===== src/rtl/mem_rmw_pkg.sv =====
// Shared constants and helpers for the banked 1r1w memory with read-modify-write masking.
package mem_rmw_pkg;

  localparam logic [0:0] StIdle  = 1'b0;
  localparam logic [0:0] StMerge = 1'b1;

  // Upper bound on word width handled by expand_mask.
  localparam int unsigned MaxWidth = 1024;

  function automatic int unsigned clog2(input int unsigned value);
    int unsigned res;
    res = 0;
    while ((64'd1 << res) < 64'(value)) res++;
    return res;
  endfunction

  function automatic int unsigned ceil_div(input int unsigned num, input int unsigned den);
    return (num + den - 1) / den;
  endfunction

  function automatic logic [MaxWidth-1:0] expand_mask(input logic [MaxWidth-1:0] lanes,
                                                      input int unsigned gran);
    logic [MaxWidth-1:0] bits;
    bits = '0;
    if (gran != 0) begin
      for (int unsigned i = 0; i < MaxWidth; i++) bits[i] = lanes[i / gran];
    end
    return bits;
  endfunction

endpackage


===== src/rtl/mem_1r1w_rmw_banked_if.sv =====
// Read/write port bundle for mem_1r1w_rmw_banked.
interface mem_1r1w_rmw_banked_if #(
  parameter int unsigned AW    = 6,
  parameter int unsigned WIDTH = 64,
  parameter int unsigned MW    = 8
);
  logic [AW-1:0]    R0_addr;
  logic             R0_en;
  logic             R0_ready;
  logic             R0_valid;
  logic [WIDTH-1:0] R0_data;
  logic [AW-1:0]    W0_addr;
  logic             W0_en;
  logic             W0_ready;
  logic [WIDTH-1:0] W0_data;
  logic [MW-1:0]    W0_mask;

  modport master (
    output R0_addr, R0_en, W0_addr, W0_en, W0_data, W0_mask,
    input  R0_ready, R0_valid, R0_data, W0_ready
  );

  modport slave (
    input  R0_addr, R0_en, W0_addr, W0_en, W0_data, W0_mask,
    output R0_ready, R0_valid, R0_data, W0_ready
  );
endinterface


===== src/rtl/mem_rmw_bank.sv =====
// One unmasked 1r1w macro: active-high requests become active-low selects, address sliced in-bank.
module mem_rmw_bank
  import mem_rmw_pkg::*;
#(
  parameter int unsigned AW         = 6,
  parameter int unsigned WIDTH      = 64,
  parameter int unsigned BANK_DEPTH = 32,
  parameter int unsigned WORDS      = 32
) (
  input  logic             clk,
  input  logic             rd_en,
  input  logic [AW-1:0]    rd_addr,
  input  logic             wr_en,
  input  logic [AW-1:0]    wr_addr,
  input  logic [WIDTH-1:0] wr_data,
  output logic [WIDTH-1:0] rd_data
);
  localparam int unsigned WAW = (WORDS > 1) ? clog2(WORDS) : 1;

  logic             rd_cs_n, wr_cs_n;
  logic [WAW-1:0]   rd_idx, wr_idx;
  logic [WIDTH-1:0] mem_q [WORDS];

  assign rd_cs_n = ~rd_en;
  assign wr_cs_n = ~wr_en;
  // Only in-range addresses are ever enabled, so truncating to the populated depth is safe.
  assign rd_idx  = WAW'(32'(rd_addr) % BANK_DEPTH);
  assign wr_idx  = WAW'(32'(wr_addr) % BANK_DEPTH);

  // Read-before-write macro model; same-address collisions are resolved upstream.
  always_ff @(posedge clk) begin
    if (!wr_cs_n) mem_q[wr_idx] <= wr_data;
    if (!rd_cs_n) rd_data <= mem_q[rd_idx];
  end

endmodule


===== src/rtl/mem_1r1w_rmw_banked.sv =====
// Masked 1r1w memory over banked unmasked macros; partial-mask writes become a two-cycle RMW.
module mem_1r1w_rmw_banked
  import mem_rmw_pkg::*;
#(
  parameter int unsigned DEPTH      = 48,
  parameter int unsigned WIDTH      = 64,
  parameter int unsigned BANK_DEPTH = 32,
  parameter int unsigned MASK_GRAN  = 8
) (
  input logic                  clk,
  input logic                  rst_n,
  mem_1r1w_rmw_banked_if.slave bus
);
  localparam int unsigned AW     = clog2(DEPTH);
  localparam int unsigned NBANKS = ceil_div(DEPTH, BANK_DEPTH);
  localparam int unsigned BW     = (NBANKS > 1) ? clog2(NBANKS) : 1;
  localparam int unsigned MW     = WIDTH / MASK_GRAN;

  function automatic logic [BW-1:0] bank_of(input logic [AW-1:0] addr);
    return BW'(32'(addr) / BANK_DEPTH);
  endfunction

  function automatic logic in_range(input logic [AW-1:0] addr);
    return 32'(addr) < DEPTH;
  endfunction

  logic [0:0]       state_q, state_d;
  logic [AW-1:0]    hold_addr_q;
  logic [WIDTH-1:0] hold_data_q;
  logic [MW-1:0]    hold_mask_q;
  logic             rvalid_q, roor_q, fwd_q;
  logic [BW-1:0]    rbank_q;
  logic [WIDTH-1:0] fwd_data_q;

  logic             rmw_rd, capture, r_acc, rd_en, wr_en, fwd_hit;
  logic [AW-1:0]    rd_addr, wr_addr;
  logic [WIDTH-1:0] wr_data, merged, bitmask;
  logic [WIDTH-1:0] bank_rdata [NBANKS];

  assign bitmask = WIDTH'(expand_mask(MaxWidth'(hold_mask_q), MASK_GRAN));
  assign merged  = (bank_rdata[bank_of(hold_addr_q)] & ~bitmask) | (hold_data_q & bitmask);

  always_comb begin
    state_d      = state_q;
    bus.W0_ready = 1'b0;
    bus.R0_ready = 1'b1;
    rmw_rd       = 1'b0;
    capture      = 1'b0;
    wr_en        = 1'b0;
    wr_addr      = hold_addr_q;
    wr_data      = merged;
    case (state_q)
      StIdle: begin
        bus.W0_ready = 1'b1;
        if (bus.W0_en) begin
          if (!(&bus.W0_mask) && (|bus.W0_mask)) begin
            // The RMW read takes the read port this cycle.
            bus.R0_ready = 1'b0;
            rmw_rd       = 1'b1;
            capture      = 1'b1;
            state_d      = StMerge;
          end else begin
            wr_en   = (&bus.W0_mask) && in_range(bus.W0_addr);
            wr_addr = bus.W0_addr;
            wr_data = bus.W0_data;
          end
        end
      end
      StMerge: begin
        wr_en   = in_range(hold_addr_q);
        state_d = StIdle;
      end
      default: state_d = StIdle;
    endcase
  end

  assign r_acc   = bus.R0_en && bus.R0_ready;
  assign rd_addr = rmw_rd ? bus.W0_addr : bus.R0_addr;
  assign rd_en   = (rmw_rd || r_acc) && in_range(rd_addr);
  assign fwd_hit = wr_en && (bus.R0_addr == wr_addr);

  for (genvar b = 0; b < NBANKS; b++) begin : g_bank
    localparam int unsigned Words = (b == NBANKS - 1) ? DEPTH - b * BANK_DEPTH : BANK_DEPTH;
    mem_rmw_bank #(
      .AW        (AW),
      .WIDTH     (WIDTH),
      .BANK_DEPTH(BANK_DEPTH),
      .WORDS     (Words)
    ) u_bank (
      .clk    (clk),
      .rd_en  (rd_en && (bank_of(rd_addr) == BW'(b))),
      .rd_addr(rd_addr),
      .wr_en  (wr_en && (bank_of(wr_addr) == BW'(b))),
      .wr_addr(wr_addr),
      .wr_data(wr_data),
      .rd_data(bank_rdata[b])
    );
  end

  always_ff @(posedge clk or negedge rst_n) begin
    if (!rst_n) begin
      state_q     <= StIdle;
      hold_addr_q <= '0;
      hold_data_q <= '0;
      hold_mask_q <= '0;
      rvalid_q    <= 1'b0;
      roor_q      <= 1'b0;
      fwd_q       <= 1'b0;
      rbank_q     <= '0;
      fwd_data_q  <= '0;
    end else begin
      state_q  <= state_d;
      rvalid_q <= r_acc;
      if (capture) begin
        hold_addr_q <= bus.W0_addr;
        hold_data_q <= bus.W0_data;
        hold_mask_q <= bus.W0_mask;
      end
      if (r_acc) begin
        rbank_q    <= bank_of(bus.R0_addr);
        roor_q     <= !in_range(bus.R0_addr);
        fwd_q      <= fwd_hit;
        fwd_data_q <= wr_data;
      end
    end
  end

  assign bus.R0_valid = rvalid_q;
  assign bus.R0_data  = !rvalid_q ? '0 :
                        roor_q    ? '0 :
                        fwd_q     ? fwd_data_q : bank_rdata[rbank_q];

endmodule


===== src/flat_wrapper.sv =====
// flat-port wrapper written by rule: the top's interface ports become plain ports
module mem_1r1w_rmw_banked_flat import mem_rmw_pkg::*;
#(
  parameter int unsigned DEPTH      = 48,
  parameter int unsigned WIDTH      = 64,
  parameter int unsigned BANK_DEPTH = 32,
  parameter int unsigned MASK_GRAN  = 8
)
  (clk, rst_n, bus_R0_addr, bus_R0_en, bus_W0_addr, bus_W0_en, bus_W0_data, bus_W0_mask, bus_R0_ready, bus_R0_valid, bus_R0_data, bus_W0_ready);
  mem_1r1w_rmw_banked_if #(.AW((6)), .WIDTH(WIDTH), .MW((8))) bus_i ();
  input logic clk;
  input logic rst_n;
  input wire logic [$bits(bus_i.R0_addr)-1:0] bus_R0_addr;
  input wire logic [$bits(bus_i.R0_en)-1:0] bus_R0_en;
  input wire logic [$bits(bus_i.W0_addr)-1:0] bus_W0_addr;
  input wire logic [$bits(bus_i.W0_en)-1:0] bus_W0_en;
  input wire logic [$bits(bus_i.W0_data)-1:0] bus_W0_data;
  input wire logic [$bits(bus_i.W0_mask)-1:0] bus_W0_mask;
  output wire logic [$bits(bus_i.R0_ready)-1:0] bus_R0_ready;
  output wire logic [$bits(bus_i.R0_valid)-1:0] bus_R0_valid;
  output wire logic [$bits(bus_i.R0_data)-1:0] bus_R0_data;
  output wire logic [$bits(bus_i.W0_ready)-1:0] bus_W0_ready;
  assign bus_i.R0_addr = bus_R0_addr;
  assign bus_i.R0_en = bus_R0_en;
  assign bus_i.W0_addr = bus_W0_addr;
  assign bus_i.W0_en = bus_W0_en;
  assign bus_i.W0_data = bus_W0_data;
  assign bus_i.W0_mask = bus_W0_mask;
  assign bus_R0_ready = bus_i.R0_ready;
  assign bus_R0_valid = bus_i.R0_valid;
  assign bus_R0_data = bus_i.R0_data;
  assign bus_W0_ready = bus_i.W0_ready;
  mem_1r1w_rmw_banked #(.DEPTH(DEPTH), .WIDTH(WIDTH), .BANK_DEPTH(BANK_DEPTH), .MASK_GRAN(MASK_GRAN)) u_core (.clk(clk), .rst_n(rst_n), .bus(bus_i));
endmodule

===== config.mk =====
export PLATFORM = sky130hd
export DESIGN_NAME = mem_1r1w_rmw_banked_flat
export DESIGN_NICKNAME = d
export VERILOG_FILES = /design/src/rtl/mem_rmw_pkg.sv /design/src/rtl/mem_1r1w_rmw_banked_if.sv /design/src/rtl/mem_rmw_bank.sv /design/src/rtl/mem_1r1w_rmw_banked.sv /design/src/flat_wrapper.sv
export SDC_FILE = /design/constraint.sdc
export NUM_CORES = 2
export LEC_CHECK = 0
export ABC_AREA = 1
export BUFFER_PORTS_ARGS = -buffer_cell sky130_fd_sc_hd__buf_2
export CORE_AREA = 2 2 556 558
export DETAILED_ROUTE_END_ITERATION = 6
export DIE_AREA = 0 0 558 560
export GPL_TIMING_DRIVEN = 1
export SYNTH_ARGS = -nofsm -noshare
export SYNTH_HDL_FRONTEND = slang
export SYNTH_SLANG_ARGS = --single-unit
export TNS_END_PERCENT = 20

===== constraint.sdc =====
create_clock -name clk -period 5.4 [get_ports clk]
set_input_delay 0.54 -clock clk [delete_from_list [all_inputs] [get_ports clk]]
set_output_delay 0.54 -clock clk [all_outputs]
set_load 0.03 [all_outputs]

==> results.py <==
metrics = {
    "critical_path": {
        "cpPeakStageDelay_ns": 0.79,
        "path_class": "input port to flip-flop",
        "critPathCaptureType": "flip-flop",
        "worstReg2RegEnd": "u_core.g_bank[0].u_bank.mem_q[3][32]",
        "crit_chain": "dlygate4sd3_1 -> buf_2 -> nand2_1 -> nor2_1 -> nand2_1 -> nand2_1 -> nand2_4 -> buf_12 -> nand2_1 -> o21ai_0 -> inv_1 -> nor2_1 -> nand2_1 -> nor2_4 -> buf_12",
        "crit_end": "u_core.g_bank[0].u_bank.mem_q[3][32]",
        "worst_setup_path_start_kind": "input port",
        "reg2reg_slack_ns": 1.11,
        "critPathArrivalTime_ns": 5.13,
        "critPathSlowestCell": "nor2_4",
        "worst_r2r_startpoint": "u_core.state_q",
        "worst_path_dominant_cell_family": "simple AND/OR/NAND/NOR gates",
        "crit_cells": 15,
        "critical_path.max_fanout": 90,
        "crit_start": "bus_W0_mask[5]",
        "cp.required_ns": 5.95,
        "path_common_cell": "nand2_1",
        "path_buf_inv": 5,
        "ff2ff_path_depth": 8,
    },
    "detailed_routing": {
        "route.detailed.vias_per_inst": 5.80,
        "wl_per_cell_um": 26.6,
        "drc_errors": 0,
        "drt_iter0_drc": 13500,
        "drt_pass1_iterations": 6,
        "vias": 95400,
        "wirelength_um": 436000,
        "antenna_left": 0,
    },
    "cts": {
        "cts-root-buf": "clkbuf_16",
        "htree_num_levels": 5,
        "cts_resized": 0,
        "numCtsBuffers": 346,
        "worstSkewPairLatency_ns": 0.92,
        "cts_buffer_depth": 4,
        "clk_pin_slew_worst_paths_ns": 0.06,
        "clkSinkCount": 3347,
        "cts_tree": "yes",
    },
    "sta": {
        "slew_headroom": 0.213,
        "fin_crit_sh": 0.847,
        "max_freq_mhz": 219,
        "final-hold-violation-count": 0,
        "setup_ws_ns": 0.826,
        "rsz0062_at_grt": "false",
        "slew_viol_final": 0,
        "tns_ns": 0,
        "setup_viol": 0,
        "finalClockSkew_ns": 0.0556,
        "worst_pin_slew_ns": 1.18,
        "period_needed_ns": 4.57,
    },
    "layout": {
        "design_area_um2": 157000,
        "fin_nets": 12100,
        "seqCellArea_um2": 99800,
        "syn_to_final_growth_pct": 14.0,
        "final_common_cell": "nand2_1",
        "layout_common_cells": "3310 x nand2_1, 3200 x edfxtp_1, 2475 x nand3_1",
        "drive_gt1_frac": 0.0906,
        "final_util": 0.511,
        "nFillCells": 26300,
        "multi_input_area_um2": 32300,
    },
    "synthesis": {
        "yosys_register_bits": 3347,
        "synth_nets": 12000,
        "synth_area_per_cell_um2": 11.6,
        "ys_seq_area_frac": 0.725,
        "netlist_area_um2": 138000,
        "yosys_warnings": 0,
        "synth_cell_types": 30,
        "synthCells": 11900,
    },
    "power_and_ir_drop": {
        "finalPower_uw": 62300,
        "peakVddDrop_uv": 266,
        "power_leakage_uw": 0.0576,
        "power_density_nw_per_um2": 397,
    },
    "floorplanning": {
        "die_area_um2": 312000,
        "die_width_um": 558,
        "core_um2": 307000,
        "rows": 204,
        "io_pins": 155,
        "die_y_um": 560,
        "initial_core_util": 0.448,
    },
    "global_routing": {
        "grt_first_pass_wirelength_um": 628000,
        "overflow": 0,
        "grt_pass1_vias": 90000,
        "track_usage": 0.274,
        "grt_max_degree": 160,
        "antenna_found_initial": 31,
    },
    "placed_design": {
        "post_dp_cell_area_um2": 145000,
        "place_hpwl_um": 239000,
        "pre_cts_slack_ns": 0.685,
        "gp_congestion": 0.884,
        "io_buffers": 154,
    },
    "min_path": {
        "hold_path_class": "input port to flip-flop",
    },
    "status": {
        "status": "finished clean",
    },
    "run": {
        "drv_cap": 0,
    },
}
[cell type report]
class,count,area share
clock inverters,164,0.0100
clock buffers,429,0.0589
multi-input cells,7001,0.206
inverters,776,0.0187
well taps,4120,0.0329
flip-flops and latches,3347,0.636
diodes,15,0.000239
repair buffers,585,0.0369
[Yosys cell counts (all sizes together)]
| cell type | number | share of area |
|---|---|---|
| a21oi | 263 | 0.0096 |
| and2 | 13 | 0.00059 |
| buf | 594 | 0.022 |
| clkbuf | 178 | 0.0049 |
| dfrtp | 147 | 0.027 |
| edfxtp | 3200 | 0.70 |
| inv | 776 | 0.021 |
| nand2 | 3318 | 0.091 |
| nand3 | 2476 | 0.090 |
| nand3b | 3 | 0.00016 |
| nand4 | 3 | 0.00014 |
| nor2 | 283 | 0.0077 |
| nor3 | 1 | 0.000036 |
| o211ai | 188 | 0.010 |
| o21a | 8 | 0.00044 |
| o21ai | 429 | 0.016 |
| o21bai | 13 | 0.00071 |
| o22ai | 1 | 0.000046 |
| xnor2 | 1 | 0.000064 |
| xor2 | 1 | 0.000064 |
[worst register-to-register path, stage by stage (launching register included)]
cell	delay, ns
dfrtp_1	0.39
nor2_2	0.29
nand2_4	0.17
o21ai_0	0.92
inv_1	0.19
nor2_1	0.44
nand2_1	0.38
nor2_4	0.79
buf_12	0.34
[worst min path at each step]
| stage | start | to | slack [ns] | cells after the start |
|---|---|---|---|---|
| 2_1_floorplan | rst_n | u_core.bus.R0_valid | 0.24 | 0 |
| 3_5_place_dp | u_core.hold_data_q[21] | u_core.hold_data_q[21] | 0.47 | 2 |
| 5_1_grt | bus_W0_addr[5] | u_core.hold_addr_q[5] | 0.05 | 3 |
| 6_report | bus_R0_addr[4] | u_core.roor_q | 0.05 | 3 |
| 4_1_cts | bus_W0_addr[5] | u_core.hold_addr_q[5] | 0.003 | 3 |
| 3_3_place_gp | u_core.hold_data_q[0] | u_core.hold_data_q[0] | 0.46 | 2 |
[metal layers]
layer | global-route usage | vias up | wire, um
met1 | 0.393 | 47300 | 175000
li1 | - | 41700 | -
met3 | 0.0629 | 790 | 53100
met2 | 0.412 | 5534 | 194000
met4 | 0.0868 | 4 | 13600
met5 | 0 | - | 73
[registers in the layout (all words and copies together) (netlist names), 6 cells and up]
signal,count
u_core.g_bank.u_bank.mem_q,3072
u_core.fwd_data_q,64
u_core.hold_addr_q,6
u_core.hold_data_q,64
u_core.hold_mask_q,8
u_core.g_bank.u_bank.rd_data,128
[power by group]
part	leakage (uW)	internal, uW	switching, uW
Clock	0.00528	13500	9890
Sequential	0.0308	30400	456
Combinational	0.0216	1860	6220
[metrics by stage]
step,std cells,hold slack [ns]
6_report,16400,0.0489
4_1_cts,16400,0.00274
3_5_place_dp,15800,0.465
5_1_grt,16400,0.0462
3_3_place_gp,15800,0.463
2_1_floorplan,11900,0.244
[cell families after synthesis]
family | Yosys count | synth area share
simple gates | 6097 | 0.189
flops | 3347 | 0.725
buf+inv | 1548 | 0.0482
compound gates | 902 | 0.0367
xor+xnor | 2 | 0.000127
[repair_timing]
action / 4_1_cts / 5_1_grt
hold endpoints to repair: 176 / 0
setup buffers: 0 / 0
hold buffers: 74 / 0
(Power assumes the default switching activity.)
